===== src/rtl/mult_error_sweep_controller_if.sv =====
// Command, product and statistics bundle between a sweep controller and its environment.
// cap_valid has no ready: the environment must take every one-cycle pulse, as stats are already updated when it rises.
interface mult_error_sweep_controller_if #(
    parameter int WIDTH = 8,
    parameter int ACC_W = 32
);
    logic                 start;
    logic                 abort;
    logic                 stall;
    logic [2*WIDTH-1:0]   exact_p;
    logic [2*WIDTH-1:0]   approx_p;
    logic [WIDTH-1:0]     op_a;
    logic [WIDTH-1:0]     op_b;
    logic                 cap_valid;
    logic                 busy;
    logic                 done;
    logic [2*WIDTH:0]     err_count;
    logic [ACC_W-1:0]     sum_ed;
    logic [2*WIDTH-1:0]   max_ed;
    logic [WIDTH-1:0]     max_a;
    logic [WIDTH-1:0]     max_b;

    modport master (
        output start, abort, stall, exact_p, approx_p,
        input  op_a, op_b, cap_valid, busy, done,
        input  err_count, sum_ed, max_ed, max_a, max_b
    );

    modport slave (
        input  start, abort, stall, exact_p, approx_p,
        output op_a, op_b, cap_valid, busy, done,
        output err_count, sum_ed, max_ed, max_a, max_b
    );
endinterface


===== src/rtl/mult_error_sweep_controller.sv =====
// Sweeps every operand pair through an exact and an approximate multiplier and
// accumulates error count, summed error distance and worst-case error with its operands.
module mult_error_sweep_controller #(
    parameter int WIDTH = 8,
    parameter int ACC_W = 32
) (
    input  logic                         clk,
    input  logic                         rst_n,
    mult_error_sweep_controller_if.slave bus,
    output logic [1:0]                   dbg_state
);
    typedef enum logic [1:0] {
        IDLE = 2'd0,
        RUN  = 2'd1,
        DONE = 2'd2
    } state_t;

    localparam logic [WIDTH-1:0]   OP_ONES = '1;
    localparam logic [WIDTH-1:0]   OP_ONE  = {{(WIDTH-1){1'b0}}, 1'b1};
    localparam logic [2*WIDTH:0]   CNT_ONE = {{(2*WIDTH){1'b0}}, 1'b1};

    state_t               state;
    logic [WIDTH-1:0]     op_a;
    logic [WIDTH-1:0]     op_b;
    logic                 cap_valid;
    logic                 busy;
    logic                 done;
    logic [2*WIDTH:0]     err_count;
    logic [ACC_W-1:0]     sum_ed;
    logic [2*WIDTH-1:0]   max_ed;
    logic [WIDTH-1:0]     max_a;
    logic [WIDTH-1:0]     max_b;
    logic [2*WIDTH-1:0]   ed;

    // Subtracting the smaller from the larger keeps |difference| inside 2*WIDTH bits.
    always_comb begin
        ed = '0;
        if (bus.exact_p >= bus.approx_p) ed = bus.exact_p - bus.approx_p;
        else                             ed = bus.approx_p - bus.exact_p;
    end

    always_ff @(posedge clk or negedge rst_n) begin
        if (!rst_n) begin
            state     <= IDLE;
            op_a      <= '0;
            op_b      <= '0;
            cap_valid <= 1'b0;
            busy      <= 1'b0;
            done      <= 1'b0;
            err_count <= '0;
            sum_ed    <= '0;
            max_ed    <= '0;
            max_a     <= '0;
            max_b     <= '0;
        end else begin
            cap_valid <= 1'b0;
            case (state)
                IDLE, DONE: begin
                    if (bus.start) begin
                        state     <= RUN;
                        op_a      <= '0;
                        op_b      <= '0;
                        busy      <= 1'b1;
                        done      <= 1'b0;
                        err_count <= '0;
                        sum_ed    <= '0;
                        max_ed    <= '0;
                        max_a     <= '0;
                        max_b     <= '0;
                    end
                end
                RUN: begin
                    if (bus.abort) begin
                        state <= IDLE;
                        busy  <= 1'b0;
                    end else if (!bus.stall) begin
                        if (ed != '0) err_count <= err_count + CNT_ONE;
                        sum_ed    <= sum_ed + ACC_W'(ed);
                        // Strictly greater keeps the first pair that reached the maximum.
                        if (ed > max_ed) begin
                            max_ed <= ed;
                            max_a  <= op_a;
                            max_b  <= op_b;
                        end
                        cap_valid <= 1'b1;
                        op_a      <= op_a + OP_ONE;
                        if (op_a == OP_ONES) begin
                            op_b <= op_b + OP_ONE;
                            if (op_b == OP_ONES) begin
                                state <= DONE;
                                busy  <= 1'b0;
                                done  <= 1'b1;
                            end
                        end
                    end
                end
                default: state <= IDLE;
            endcase
        end
    end

    assign bus.op_a      = op_a;
    assign bus.op_b      = op_b;
    assign bus.cap_valid = cap_valid;
    assign bus.busy      = busy;
    assign bus.done      = done;
    assign bus.err_count = err_count;
    assign bus.sum_ed    = sum_ed;
    assign bus.max_ed    = max_ed;
    assign bus.max_a     = max_a;
    assign bus.max_b     = max_b;
    assign dbg_state     = state;
endmodule


===== src/flat_wrapper.sv =====
// flat-port wrapper written by rule: the top's interface ports become plain ports
module mult_error_sweep_controller_flat 
#(
    parameter int WIDTH = 8,
    parameter int ACC_W = 32
)
  (clk, rst_n, dbg_state, bus_start, bus_abort, bus_stall, bus_exact_p, bus_approx_p, bus_op_a, bus_op_b, bus_cap_valid, bus_busy, bus_done, bus_err_count, bus_sum_ed, bus_max_ed, bus_max_a, bus_max_b);
  mult_error_sweep_controller_if #(.WIDTH(WIDTH), .ACC_W(ACC_W)) bus_i ();
  input  logic clk;
  input  logic rst_n;
  output logic [1:0] dbg_state;
  input wire logic [$bits(bus_i.start)-1:0] bus_start;
  input wire logic [$bits(bus_i.abort)-1:0] bus_abort;
  input wire logic [$bits(bus_i.stall)-1:0] bus_stall;
  input wire logic [$bits(bus_i.exact_p)-1:0] bus_exact_p;
  input wire logic [$bits(bus_i.approx_p)-1:0] bus_approx_p;
  output wire logic [$bits(bus_i.op_a)-1:0] bus_op_a;
  output wire logic [$bits(bus_i.op_b)-1:0] bus_op_b;
  output wire logic [$bits(bus_i.cap_valid)-1:0] bus_cap_valid;
  output wire logic [$bits(bus_i.busy)-1:0] bus_busy;
  output wire logic [$bits(bus_i.done)-1:0] bus_done;
  output wire logic [$bits(bus_i.err_count)-1:0] bus_err_count;
  output wire logic [$bits(bus_i.sum_ed)-1:0] bus_sum_ed;
  output wire logic [$bits(bus_i.max_ed)-1:0] bus_max_ed;
  output wire logic [$bits(bus_i.max_a)-1:0] bus_max_a;
  output wire logic [$bits(bus_i.max_b)-1:0] bus_max_b;
  assign bus_i.start = bus_start;
  assign bus_i.abort = bus_abort;
  assign bus_i.stall = bus_stall;
  assign bus_i.exact_p = bus_exact_p;
  assign bus_i.approx_p = bus_approx_p;
  assign bus_op_a = bus_i.op_a;
  assign bus_op_b = bus_i.op_b;
  assign bus_cap_valid = bus_i.cap_valid;
  assign bus_busy = bus_i.busy;
  assign bus_done = bus_i.done;
  assign bus_err_count = bus_i.err_count;
  assign bus_sum_ed = bus_i.sum_ed;
  assign bus_max_ed = bus_i.max_ed;
  assign bus_max_a = bus_i.max_a;
  assign bus_max_b = bus_i.max_b;
  mult_error_sweep_controller #(.WIDTH(WIDTH), .ACC_W(ACC_W)) u_core (.clk(clk), .rst_n(rst_n), .bus(bus_i), .dbg_state(dbg_state));
endmodule

===== config.mk =====
export PLATFORM = sky130hd
export DESIGN_NAME = mult_error_sweep_controller_flat
export DESIGN_NICKNAME = d
export VERILOG_FILES = /design/src/rtl/mult_error_sweep_controller_if.sv /design/src/rtl/mult_error_sweep_controller.sv /design/src/flat_wrapper.sv
export SDC_FILE = /design/constraint.sdc
export NUM_CORES = 1
export LEC_CHECK = 0
export CAP_MARGIN = 20
export CORE_ASPECT_RATIO = 1.5
export CORE_UTILIZATION = 49
export DETAILED_ROUTE_END_ITERATION = 6
export PLACE_DENSITY = 0.86
export SYNTH_ARGS = -nofsm -noshare
export SYNTH_HDL_FRONTEND = slang
export SYNTH_SLANG_ARGS = --single-unit

===== constraint.sdc =====
create_clock -name clk -period 3.2 [get_ports clk]
set_input_delay 0.64 -clock clk [delete_from_list [all_inputs] [get_ports clk]]
set_output_delay 0.64 -clock clk [all_outputs]
set_load 0.1 [all_outputs]

## Word level (Yosys, flattened, before mapping)

Index checks and enable logic that the tools add are counted.

| operators by class | value |
|---|---|
| $add $sub $neg | 6 |
| $lt $le $gt $ge | 2 |
| equality and inequality tests | 14 |
| muxes and demuxes | 52 |
| reduce and logical (&&, ||, !) cells | 11 |

Operators with widths:

| kind | count |
|---|---|
| $mux W32 | 3 |
| $mux W8 | 12 |
| $mux W16 | 5 |
| $mux W17 | 4 |
| $pmux W32 S2 | 1 |
| $pmux W8 S2 | 4 |
| $pmux W17 S2 | 1 |
| $add A32 B16 Y32 | 1 |
| $pmux W16 S2 | 1 |
| $sub A16 B16 Y16 | 2 |
| $reduce_and A5 Y1 | 4 |
| $add A17 B1 Y17 const B | 1 |
| $add A8 B1 Y8 const B | 2 |
| $eq A8 B8 Y1 const B | 2 |
| $ge A16 B16 Y1 | 1 |
| $gt A16 B16 Y1 | 1 |
| $reduce_bool A16 Y1 | 1 |
| $mux W1 | 13 |
| $mux W2 | 5 |
| $ne A2 B1 Y1 const B | 4 |
| $reduce_and A4 Y1 | 2 |
| $ne A2 B2 Y1 const B | 3 |
| $ne A3 B2 Y1 const B | 2 |
| $reduce_and A6 Y1 | 1 |
| other kinds (8) | 9 |

| storage, ports and cells | value |
|---|---|
| bits in registers | 102 |
| word-level logic and storage cells | 96 |

## Depth between registers and ports, before layout

Gate-level depths: netlist of the first run.

| logic depth | value |
|---|---|
| depth after elaboration | 7 |
| mapped depth | 23 |

## Worst setup path after synthesis of the first run

Ideal clock, no wire load.

| timing | value |
|---|---|
| path type | input to register |
| start point | input bus_exact_p[0] |
| end point | register u_core.sum_ed[20] (netlist: u_core.bus.sum_ed[20]) |
| arrival | 5.003 ns |
| data required time | 3.068 ns |
| slack | -1.935 ns |
| stages on the path | 23 |
| cell sequence | inv_1 -> ha_1 -> inv_1 -> fa_1 -> a211oi_4 -> nor2_2 -> o211ai_2 -> nand2_2 -> buf_1 -> nand2_1 -> nand2_1 -> fa_1 -> a21o_1 -> a21o_1 -> a21boi_0 -> o21ai_0 -> a2111oi_0 -> o31ai_1 -> a21boi_0 -> clkbuf_1 -> nor3b_1 -> xnor2_1 -> nor2_1 |

| between the ends | value |
|---|---|
| longest elaborated chain between the ends | 6 |
| elaborated cells on any way between the ends | 8 |
| classes of those cells | add/sub (3); order compare (1); mux (4) |

RTL lines:

| element | RTL line | text |
|---|---|---|
| from (decl) | flat_wrapper.sv:15 | `input wire logic [$bits(bus_i.exact_p)-1:0] bus_exact_p;` |
| $sub A16 B16 Y16 (tied with other cells) | mult_error_sweep_controller.sv:39 | `else ed = bus.approx_p - bus.exact_p;` |
| $mux W16 (*) | mult_error_sweep_controller.sv:38 | `if (bus.exact_p >= bus.approx_p) ed = bus.exact_p - bus.approx_p;` |
| $add A32 B16 Y32 (*) | mult_error_sweep_controller.sv:78 | `sum_ed <= sum_ed + ACC_W'(ed);` |
| $mux W32 (*) | mult_error_sweep_controller.sv:76 | `end else if (!bus.stall) begin` |
| $mux W32 (*) | mult_error_sweep_controller.sv:73 | `if (bus.abort) begin` |
| $pmux W32 S2 (*) | mult_error_sweep_controller.sv:57 | `case (state)` |
| to (signal assigned) | mult_error_sweep_controller.sv:78 |  |
| to (decl) | mult_error_sweep_controller.sv:29 | `logic [ACC_W-1:0] sum_ed;` |

Every way passes the cells marked *; elsewhere a longest branch is shown, timed or not. The select of a mux whose other input is x is not followed.
A chain may end at the register's enable or synchronous reset.

## Worst setup path in the final report of the first run

| timing | value |
|---|---|
| start point | input bus_approx_p[15] |
| end point | register u_core.max_ed[11] (netlist: u_core.bus.max_ed[11]) |

| between the ends | value |
|---|---|
| longest elaborated chain between the ends | 6 |
| elaborated cells on any way between the ends | 11 |
| classes of those cells | add/sub (2); order compare (2); eq/ne (1); mux (5); reduce/logical (1) |

RTL lines:

| element | RTL line | text |
|---|---|---|
| from (decl) | flat_wrapper.sv:16 | `input wire logic [$bits(bus_i.approx_p)-1:0] bus_approx_p;` |
| $ge A16 B16 Y1 | mult_error_sweep_controller.sv:38 |  |
| $mux W16 (*) | mult_error_sweep_controller.sv:38 |  |
| parallel branches: the longest is 4 deep, another holds $gt A16 B16 Y1 | -- |  |
| to (signal assigned) | mult_error_sweep_controller.sv:52 | `max_ed <= '0;` |
| to (signal assigned) | mult_error_sweep_controller.sv:67 | `max_ed <= '0;` |
| to (signal assigned) | mult_error_sweep_controller.sv:81 | `max_ed <= ed;` |
| to (decl) | mult_error_sweep_controller.sv:30 | `logic [2*WIDTH-1:0] max_ed;` |

Mark *: on every way between the ends. The select of a mux whose other input is x is not followed.

==> out/results.txt, run 1 <==
Logic gate share of total power -> 0.664
GRT Util Overall -> 0.404
Initial core utilization -> 0.501
Final setup viols -> 78
Layout cells sized above 1 -> 0.470
Ys Warns -> 0
Placement Rows -> 55
Flop2flop setup slack -> -10 ps
Mux cell area share after synthesis -> 0.00799
XOR/XNOR Fraction of Synth Area -> 0.0490
Min Clock Period, post-route -> 4640 ps
Final Cycle Share -> 1.45
Dpl cell area -> 0.0102 mm²
Syn-to-layout area delta -> 64.4%
Worst Path Buf+Inv -> 10
Startpoint Class -> input pin
Fin area -> 0.0124 mm²
Clk slew on worst S/H paths -> 90 ps
GR Overflow Total -> 0
TritonCTS sink count -> 102
CP max-delay cell -> clkdlybuf4s50_1
#FFs+latches synth -> 102
DIE WIDTH -> 103 µm
Final Net Count -> 1322
Die Y-Extent -> 154 µm
Vias -> 9503
Crit path cell chain -> clkdlybuf4s50_1 > inv_1 > ha_4 > nand2_2 > nor2_2 > buf_6 > buf_6 > o211ai_4 > nand2_4 > buf_6 > mux2i_1 > xnor2_1 > buf_4 > inv_1 > buf_4 > ha_4 > a21o_1 > a21o_1 > a211oi_2 > a21oi_2 > o21ai_2 > buf_6 > buf_12 > a22o_1
Max clock buf depth -> 2
Dpl cells -> 1338
Post-DP HPWL -> 18.8 mm
Synth area leaders -> dfrtp_1, ha_1, nor2_1
PortBufs -> 138
Max-slew headroom -> 0.470
RD Place Congestion -> 0.951
TritonRoute pass-1 iters -> 6
Die Area -> 0.0158 mm²
Final std cells w/o fill -> 1418
Clk_skew -> 19.7 ps
Synth Area per Inst -> 8.77 µm²
Synth async-reset ratio -> 1.00
Adder-Cell Fraction of Synth Area -> 0.120
Violated checks -> negative setup slack
Post-synth top area share -> 0.340
Crit-path leading delay family -> buffers and inverters
Num CTS Buffers -> 9
First-pass GRT wire length -> 47.9 mm
Post-Syn Area -> 0.00751 mm²
Total nets after synthesis -> 964
Int Power -> 4.08 mW
Final Hold Viols -> 0
Syn Inst Count -> 857
Critical path class -> in -> reg
Final Max Slew Viols -> 0
Critical Path RT -> 3490 ps
Highest clock rate -> 216 MHz
Switching Power -> 4.28 mW
Core area -> 0.0150 mm²
Diodes inserted -> 0
Worst-Margin Slew -> 793 ps
Via-to-Cell Ratio -> 6.70
H-tree depth -> 3
Setup WS post-layout -> -1440 ps
DRT Wirelength -> 36.8 mm
Worst vdd ir -> 0.000681 V
Drt drc -> 0
CP max stage delay -> 450 ps
Worst hold path class -> in -> async
TritonCTS clock tree -> built
EDFF count, synth -> 0
Count of different cell masters after synthesis -> 72
Number of global-route vias before repair -> 9180
Pin count of the biggest net entering global routing -> 57
Ports -> 139
RSZ-0062 raised after global routing -> true
Fillers -> 805
Crit path arrival time -> 4930 ps
Wire length per cell -> 26.0 µm
Maxcap violations -> 0
Final ANT Viol Nets -> 0
Post-synth top flop -> dfrtp_1
Initial DRC count -> 894
Sw frac -> 0.512
CTS root buf -> clkbuf_16
Sequential area share after synthesis -> 0.340
Synth Area in Compound Gates -> 0.241
Status -> complete, but fails checks
Largest family of logic cells by synthesized area -> compound AO/OA/AOI/OAI gates
Simple-gate share of the synthesized area -> 0.189
Crit. End Element -> flop
Initial antenna violation count -> 0
Worst-path fanout max -> 6
Clock power share -> 0.132
Cell mode on critical path -> buf_6
Leak Pwr -> 6.02 nW
Area leader, netlist -> dfrtp_1
Clock latency on the worst-skew pair -> 370 ps
Pwr/cell area -> 677 mW/mm²
Sequential share of power -> 0.204
==> stage by stage <==
stage           util  setup TNS (ps)  hold WS, ps  setup WS, ps  total power [mW]
2_1_floorplan      -          -66380          344         -1260              4.20
3_3_place_gp   0.681         -144520          473         -2120              5.52
3_5_place_dp   0.681         -150440          480         -2290              5.60
4_1_cts        0.788          -75730          371         -1160              7.40
5_1_grt        0.823         -104950          402         -1530              8.54
6_report       0.823          -96580          334         -1440              8.36
==> worst reg2reg max path, stage by stage (launching register included) <==
cell	delay, ps
dfrtp_1	450
ha_1	280
fa_2	370
a21o_1	210
a21o_1	210
a21boi_4	180
o21ai_2	110
a2111oi_4	470
nor2_2	110
and2_4	180
o21ai_1	160
a21oi_1	120
a22o_1	230
==> power by group through the flow <==
stage / Clock [mW] / Sequential [mW] / Combinational, mW
after floorplan: 0 / 2.72 / 1.48
after global placement: 0 / 1.66 / 3.86
after detailed placement: 0 / 1.66 / 3.94
after CTS: 1.06 / 1.64 / 4.69
after global routing: 1.14 / 1.71 / 5.69
final: 1.11 / 1.70 / 5.55
==> metal layers <==
layer / track usage / share of wire / vias up
met5: 0 / 0.00063 / -
met3: 0.115 / 0.097 / 379
li1: - / - / 3782
met1: 0.406 / 0.31 / 4485
met2: 0.667 / 0.47 / 855
met4: 0.351 / 0.12 / 2
==> final timing paths <==
path                                                  start                                 to  cells past startpoint
setup / recovery                           bus_approx_p[15]  u_core.bus.max_ed[11]$_DFFE_PN0P_                     24
hold / removal                                        rst_n   u_core.bus.sum_ed[7]$_DFFE_PN0P_                      1
setup reg to reg           u_core.bus.sum_ed[0]$_DFFE_PN0P_  u_core.bus.sum_ed[14]$_DFFE_PN0P_                     12
hold reg to reg             u_core.bus.max_a[6]$_DFFE_PN0P_    u_core.bus.max_a[6]$_DFFE_PN0P_                      1
max in group asynchronous                             rst_n  u_core.bus.max_ed[10]$_DFFE_PN0P_                      2
min in group clk            u_core.bus.max_a[6]$_DFFE_PN0P_    u_core.bus.max_a[6]$_DFFE_PN0P_                      1
==> cell families after synthesis <==
kind of cell / Yosys count
simple gates: 285
compound gates: 258
fa+ha+maj: 70
xor+xnor: 42
buf+inv: 94
flops: 102
mux: 6
==> state kept, by name, indices dropped and copies added, names as in the netlist, 2 cells and up <==
name                  cells
u_core.bus.op_a           8
u_core.bus.sum_ed        32
u_core.bus.max_ed        16
u_core.bus.err_count     17
u_core.bus.op_b           8
u_core.dbg_state          2
u_core.bus.max_b          8
u_core.bus.max_a          8
==> synthesized netlist by cell type, drive strengths merged (3+ instances only) <==
cell type / n
xnor2: 13
o21ai: 79
a21boi: 3
clkbuf: 16
a21oi: 53
a21o: 21
mux2i: 6
a31oi: 5
xor2: 29
inv: 61
nor2b: 6
and2: 6
a22o: 29
buf: 17
nor3: 11
o31ai: 11
nor4: 4
fa: 3
a211oi: 8
and3: 22
or3: 7
or4: 4
nand2: 70
nand4: 18
ha: 67
nor2: 73
dfrtp: 102
o21a: 8
nand2b: 23
o21bai: 8
or2: 4
o211ai: 7
nand3: 29
o211a: 5
==> cell usage in the layout, fill, tap and decap left out, types with 22 or more instances in the layout <==
cell,instances
dfrtp_1,102
xor2_1,24
buf_4,302
ha_4,29
buf_6,28
nand2_1,51
nand3_1,24
ha_1,35
a21oi_1,31
nor2_1,61
a22o_1,29
and3_1,22
o21ai_2,34
inv_1,47
==> what timing repair did <==
action	in CTS	in global routing
cloned	9	0
setup buffers	46	17
pin swaps	91	83
gates resized for setup	211	98
hold buffers	0	0
setup endpoints to repair	80	79
==> final cells by class <==
class,count,area [µm²],area share
Clock buffer,9,225,0.0182
Clock inverter,6,55.1,0.00446
Inverter,61,241,0.0196
Multi-Input combinational cell,661,5770,0.467
Sequential cell,102,2550,0.207
Tap cell,199,249,0.0202
Timing Repair Buffer,380,3250,0.263
(Power assumes the default switching activity.)
==> run 2: changes to the inputs <==
--- a/config.mk
+++ b/config.mk
@@ -5,6 +5,7 @@
 export SDC_FILE = /design/constraint.sdc
 export NUM_CORES = 1
 export LEC_CHECK = 0
+export ABC_CLOCK_PERIOD_IN_PS = 3200
 export CAP_MARGIN = 20
 export CORE_ASPECT_RATIO = 1.5
 export CORE_UTILIZATION = 49
==> results of run 2 <==
Same layout as run 1: the final DEF is identical, and so are final timing and power.
==> run 3: changes to the inputs <==
--- a/config.mk
+++ b/config.mk
@@ -5,12 +5,12 @@
 export SDC_FILE = /design/constraint.sdc
 export NUM_CORES = 1
 export LEC_CHECK = 0
-export ABC_CLOCK_PERIOD_IN_PS = 3200
+export ABC_CLOCK_PERIOD_IN_PS = 5300
 export CAP_MARGIN = 20
 export CORE_ASPECT_RATIO = 1.5
-export CORE_UTILIZATION = 49
+export CORE_UTILIZATION = 54
 export DETAILED_ROUTE_END_ITERATION = 6
-export PLACE_DENSITY = 0.86
+export PLACE_DENSITY = 0.89
 export SYNTH_ARGS = -nofsm -noshare
 export SYNTH_HDL_FRONTEND = slang
 export SYNTH_SLANG_ARGS = --single-unit
==> constraint.sdc (replaced) <==
create_clock -name clk -period 5.3 [get_ports clk]
set_input_delay 1.06 -clock clk [delete_from_list [all_inputs] [get_ports clk]]
set_output_delay 1.06 -clock clk [all_outputs]
set_load 0.1 [all_outputs]
==> run 3 against run 2 <==
Compared with the run above:
- the flow finishes with violations (design-rule violations, negative setup slack)
- largest power group unchanged
- non-clock buffer count decreased by 81
- count of clock-buffer cells in the layout up 1
- die area down 9.1%
- power fell by 48%
- sequential share of layout area up 2.9 points
==> out/results.txt, run 3 (synthesis gave the netlist of run 1 again) <==
Crit path arrival time -> 5580 ps (+650 ps)
Pin count of the biggest net entering global routing -> 53 (-7.0%)
Critical Path RT -> 5540 ps (+2050 ps)
Violated checks -> design-rule violations, negative setup slack
Final ANT Viol Nets -> 0 (unchanged)
Crit path cell chain -> clkdlybuf4s50_1 > inv_1 > ha_1 > buf_4 > nand2_1 > nor2_1 > buf_4 > a21oi_2 > nand3_2 > a21o_1 > and2_1 > ha_1 > a21o_1 > a21o_1 > a21boi_4 > o21ai_2 > a2111oi_4 > o31ai_2 > buf_4 > o21a_1 > o21ai_2 > xor2_1 > nor2_1
RR Startpoint -> u_core.dbg_state[1]$_DFFE_PN0P_
Most frequent cells in the layout -> buf_4, clkdlybuf4s50_1, dfrtp_1, nor2_1, nand2_1
Most flops, register -> u_core.bus.sum_ed
Clock latency on the worst-skew pair -> 360 ps (about the same)
Vias -> 8474 (-11%)
Layout cells sized above 1 -> 0.228 (-0.242)
Critical path origin -> bus_approx_p[13]
Min Clock Period, post-route -> 5350 ps
Ports -> 139 (unchanged)
Clk_skew -> 13.4 ps (-6.34 ps)
Flop2flop setup slack -> 1510 ps (+1520 ps)
Crit path depth -> 23 (-4.2%)
Dpl cell area -> 0.0100 mm² (-1.7%)
Leak Pwr -> 5.14 nW (-15%)
Final std cells w/o fill -> 1301 (-8.3%)
CP max-delay cell -> clkdlybuf4s50_1
Max clock buf depth -> 2 (unchanged)
Maxcap violations -> 0 (unchanged)
Worst slack, placed -> -529 ps (+1760 ps)
DIE WIDTH -> 98.3 µm (-4.6%)
Crit-path leading delay family -> compound AO/OA/AOI/OAI gates
Final Cycle Share -> 1.01
Status -> complete, but fails checks
Placement Rows -> 52 (-5.5%)
Area occupied by multi-input gates -> 0.00490 mm² (-15%)
Core area -> 0.0135 mm² (-9.8%)
Max reg flops -> 32 (unchanged)
Via-to-Cell Ratio -> 6.51 (-2.8%)
Final setup viols -> 4 (-95%)
Met2 Track Usage GR -> 0.633 (-0.0342)
Diodes inserted -> 0 (unchanged)
Setup TNS -> -99.2 ps (+96480 ps)
DRT Wirelength -> 28.3 mm (-23%)
Met3 Resource Use GR -> 0.0799 (-0.0351)
R2r worst-path depth -> 11 (-1)
Highest clock rate -> 187 MHz
TritonCTS clock tree -> built
Syn-to-layout area delta -> 44.2%
Worst-Margin Slew -> 1060 ps (+265 ps)
Hold Crit Start -> u_core.bus.max_b[1]$_DFFE_PN0P_
Number of global-route vias before repair -> 8302 (-9.6%)
Drt drc -> 12 (+12)
Clk slew on worst S/H paths -> 80 ps (about the same)
Post-Route Utilization -> 0.801 (-0.0226)
Final Max Slew Viols -> 0 (unchanged)
Biggest registers after layout -> u_core.bus.sum_ed (32), u_core.bus.err_count (17), u_core.bus.max_ed (16)
Worst-path fanout max -> 4 (-2)
Worst vdd ir -> 0.000417 V (-39%)
Worst hold path class -> reg -> reg
Initial antenna violation count -> 0 (unchanged)
Worst Path Buf+Inv -> 5 (-5)
Num CTS Buffers -> 9 (unchanged)
Die Area -> 0.0144 mm² (-9.1%)
Register Area -> 0.00255 mm² (unchanged)
PortBufs -> 138 (unchanged)
Setup WS post-layout -> -48.2 ps (+1390 ps)
Leading cell type in the layout, fill and taps excluded -> buf_4
Fillers -> 759 (-5.7%)
Dpl cells -> 1267 (-5.3%)
GRT Max-Usage Layer -> met2
CP endpoint -> u_core.bus.sum_ed[16]$_DFFE_PN0P_
GR Overflow Total -> 0 (unchanged)
Max-slew headroom -> 0.293 (-0.177)
Crit. End Element -> flop
CP max stage delay -> 500 ps (+50 ps)
R2r endpoint -> u_core.bus.sum_ed[30]$_DFFE_PN0P_
First-pass GRT wire length -> 40.1 mm (-16%)
CTS root buf -> clkbuf_16
Startpoint Class -> input pin
TritonCTS sink count -> 102 (unchanged)
H-tree depth -> 3 (unchanged)
Fin area -> 0.0108 mm² (-12%)
Die Y-Extent -> 146 µm (-4.7%)
Pwr/cell area -> 404 mW/mm² (-40%)
Critical path class -> in -> reg
Initial core utilization -> 0.555 (+0.0544)
GR met1 Demand/Resource -> 0.361 (-0.0449)
Wire length per cell -> 21.8 µm (-16%)
GRT Util Overall -> 0.351 (-0.0527)
Final Net Count -> 1241 (-6.1%)
RD Place Congestion -> 0.913 (-4.1%)
Final Hold Viols -> 0 (unchanged)
TritonRoute pass-1 iters -> 7 (+1)
Initial DRC count -> 766 (-14%)
Post-DP HPWL -> 18.0 mm (-4.1%)
==> run 3: cell type report <==
type,instances,area share
Tap cell,162,0.0187
Timing Repair Buffer,299,0.244
Multi-Input combinational cell,661,0.453
Clock inverter,6,0.00554
Clock buffer,10,0.0221
Sequential cell,102,0.236
Inverter,61,0.0211
==> run 3: worst min-delay path by stage <==
stage,to,depth (start not counted),slack [ps]
6_report,u_core.bus.max_b[1]$_DFFE_PN0P_,2,520
3_3_place_gp,u_core.bus.max_b[1]$_DFFE_PN0P_,2,460
4_1_cts,u_core.bus.max_b[1]$_DFFE_PN0P_,2,500
5_1_grt,u_core.bus.max_a[7]$_DFFE_PN0P_,1,530
3_5_place_dp,u_core.bus.err_count[16]$_DFFE_PN0P_,1,480
2_1_floorplan,u_core.bus.busy$_DFFE_PN0P_,0,760
==> run 3: power breakdown <==
| group | switching, mW | internal, mW | total, mW | leakage, nW |
|---|---|---|---|---|
| clock network | 0.342 | 0.346 | 0.688 | 0.149 |
| logic | 1.71 | 0.990 | 2.70 | 3.60 |
| registers | 0.124 | 0.870 | 0.994 | 1.40 |
| total | 2.17 | 2.21 | 4.38 | 5.14 |
==> run 3: routing by layer <==
metal  vias to the layer above  routed length (µm)
li1                       3630                   -
met5                         -                   0
met1                      4001                9610
met3                       203                2480
met2                       640               14100
met4                         0                2120
==> run 3: repair_timing <==
action                                  4_1_cts  5_1_grt
cloned                                        0        0
endpoints found under the setup margin       43       54
pin swaps                                     3       33
resized for setup                             8       68
buffers inserted                              2       16
hold buffers                                  0        0
==> run 3: metrics by stage <==
stage	hold WS, ps	power [mW]
final	517	4.38
after detailed placement	475	3.29
after CTS	503	4.02
after global routing	532	4.52
after global placement	462	3.25
after floorplan	764	2.49
==> run 3: worst register-to-register path: cells and delay by family (launching register included) <==
kind | cells | cell delay (ps)
buffers and inverters | 2 | 490
AND/OR/NAND/NOR | 8 | 2570
XOR/XNOR | 1 | 180
flip-flops | 1 | 430
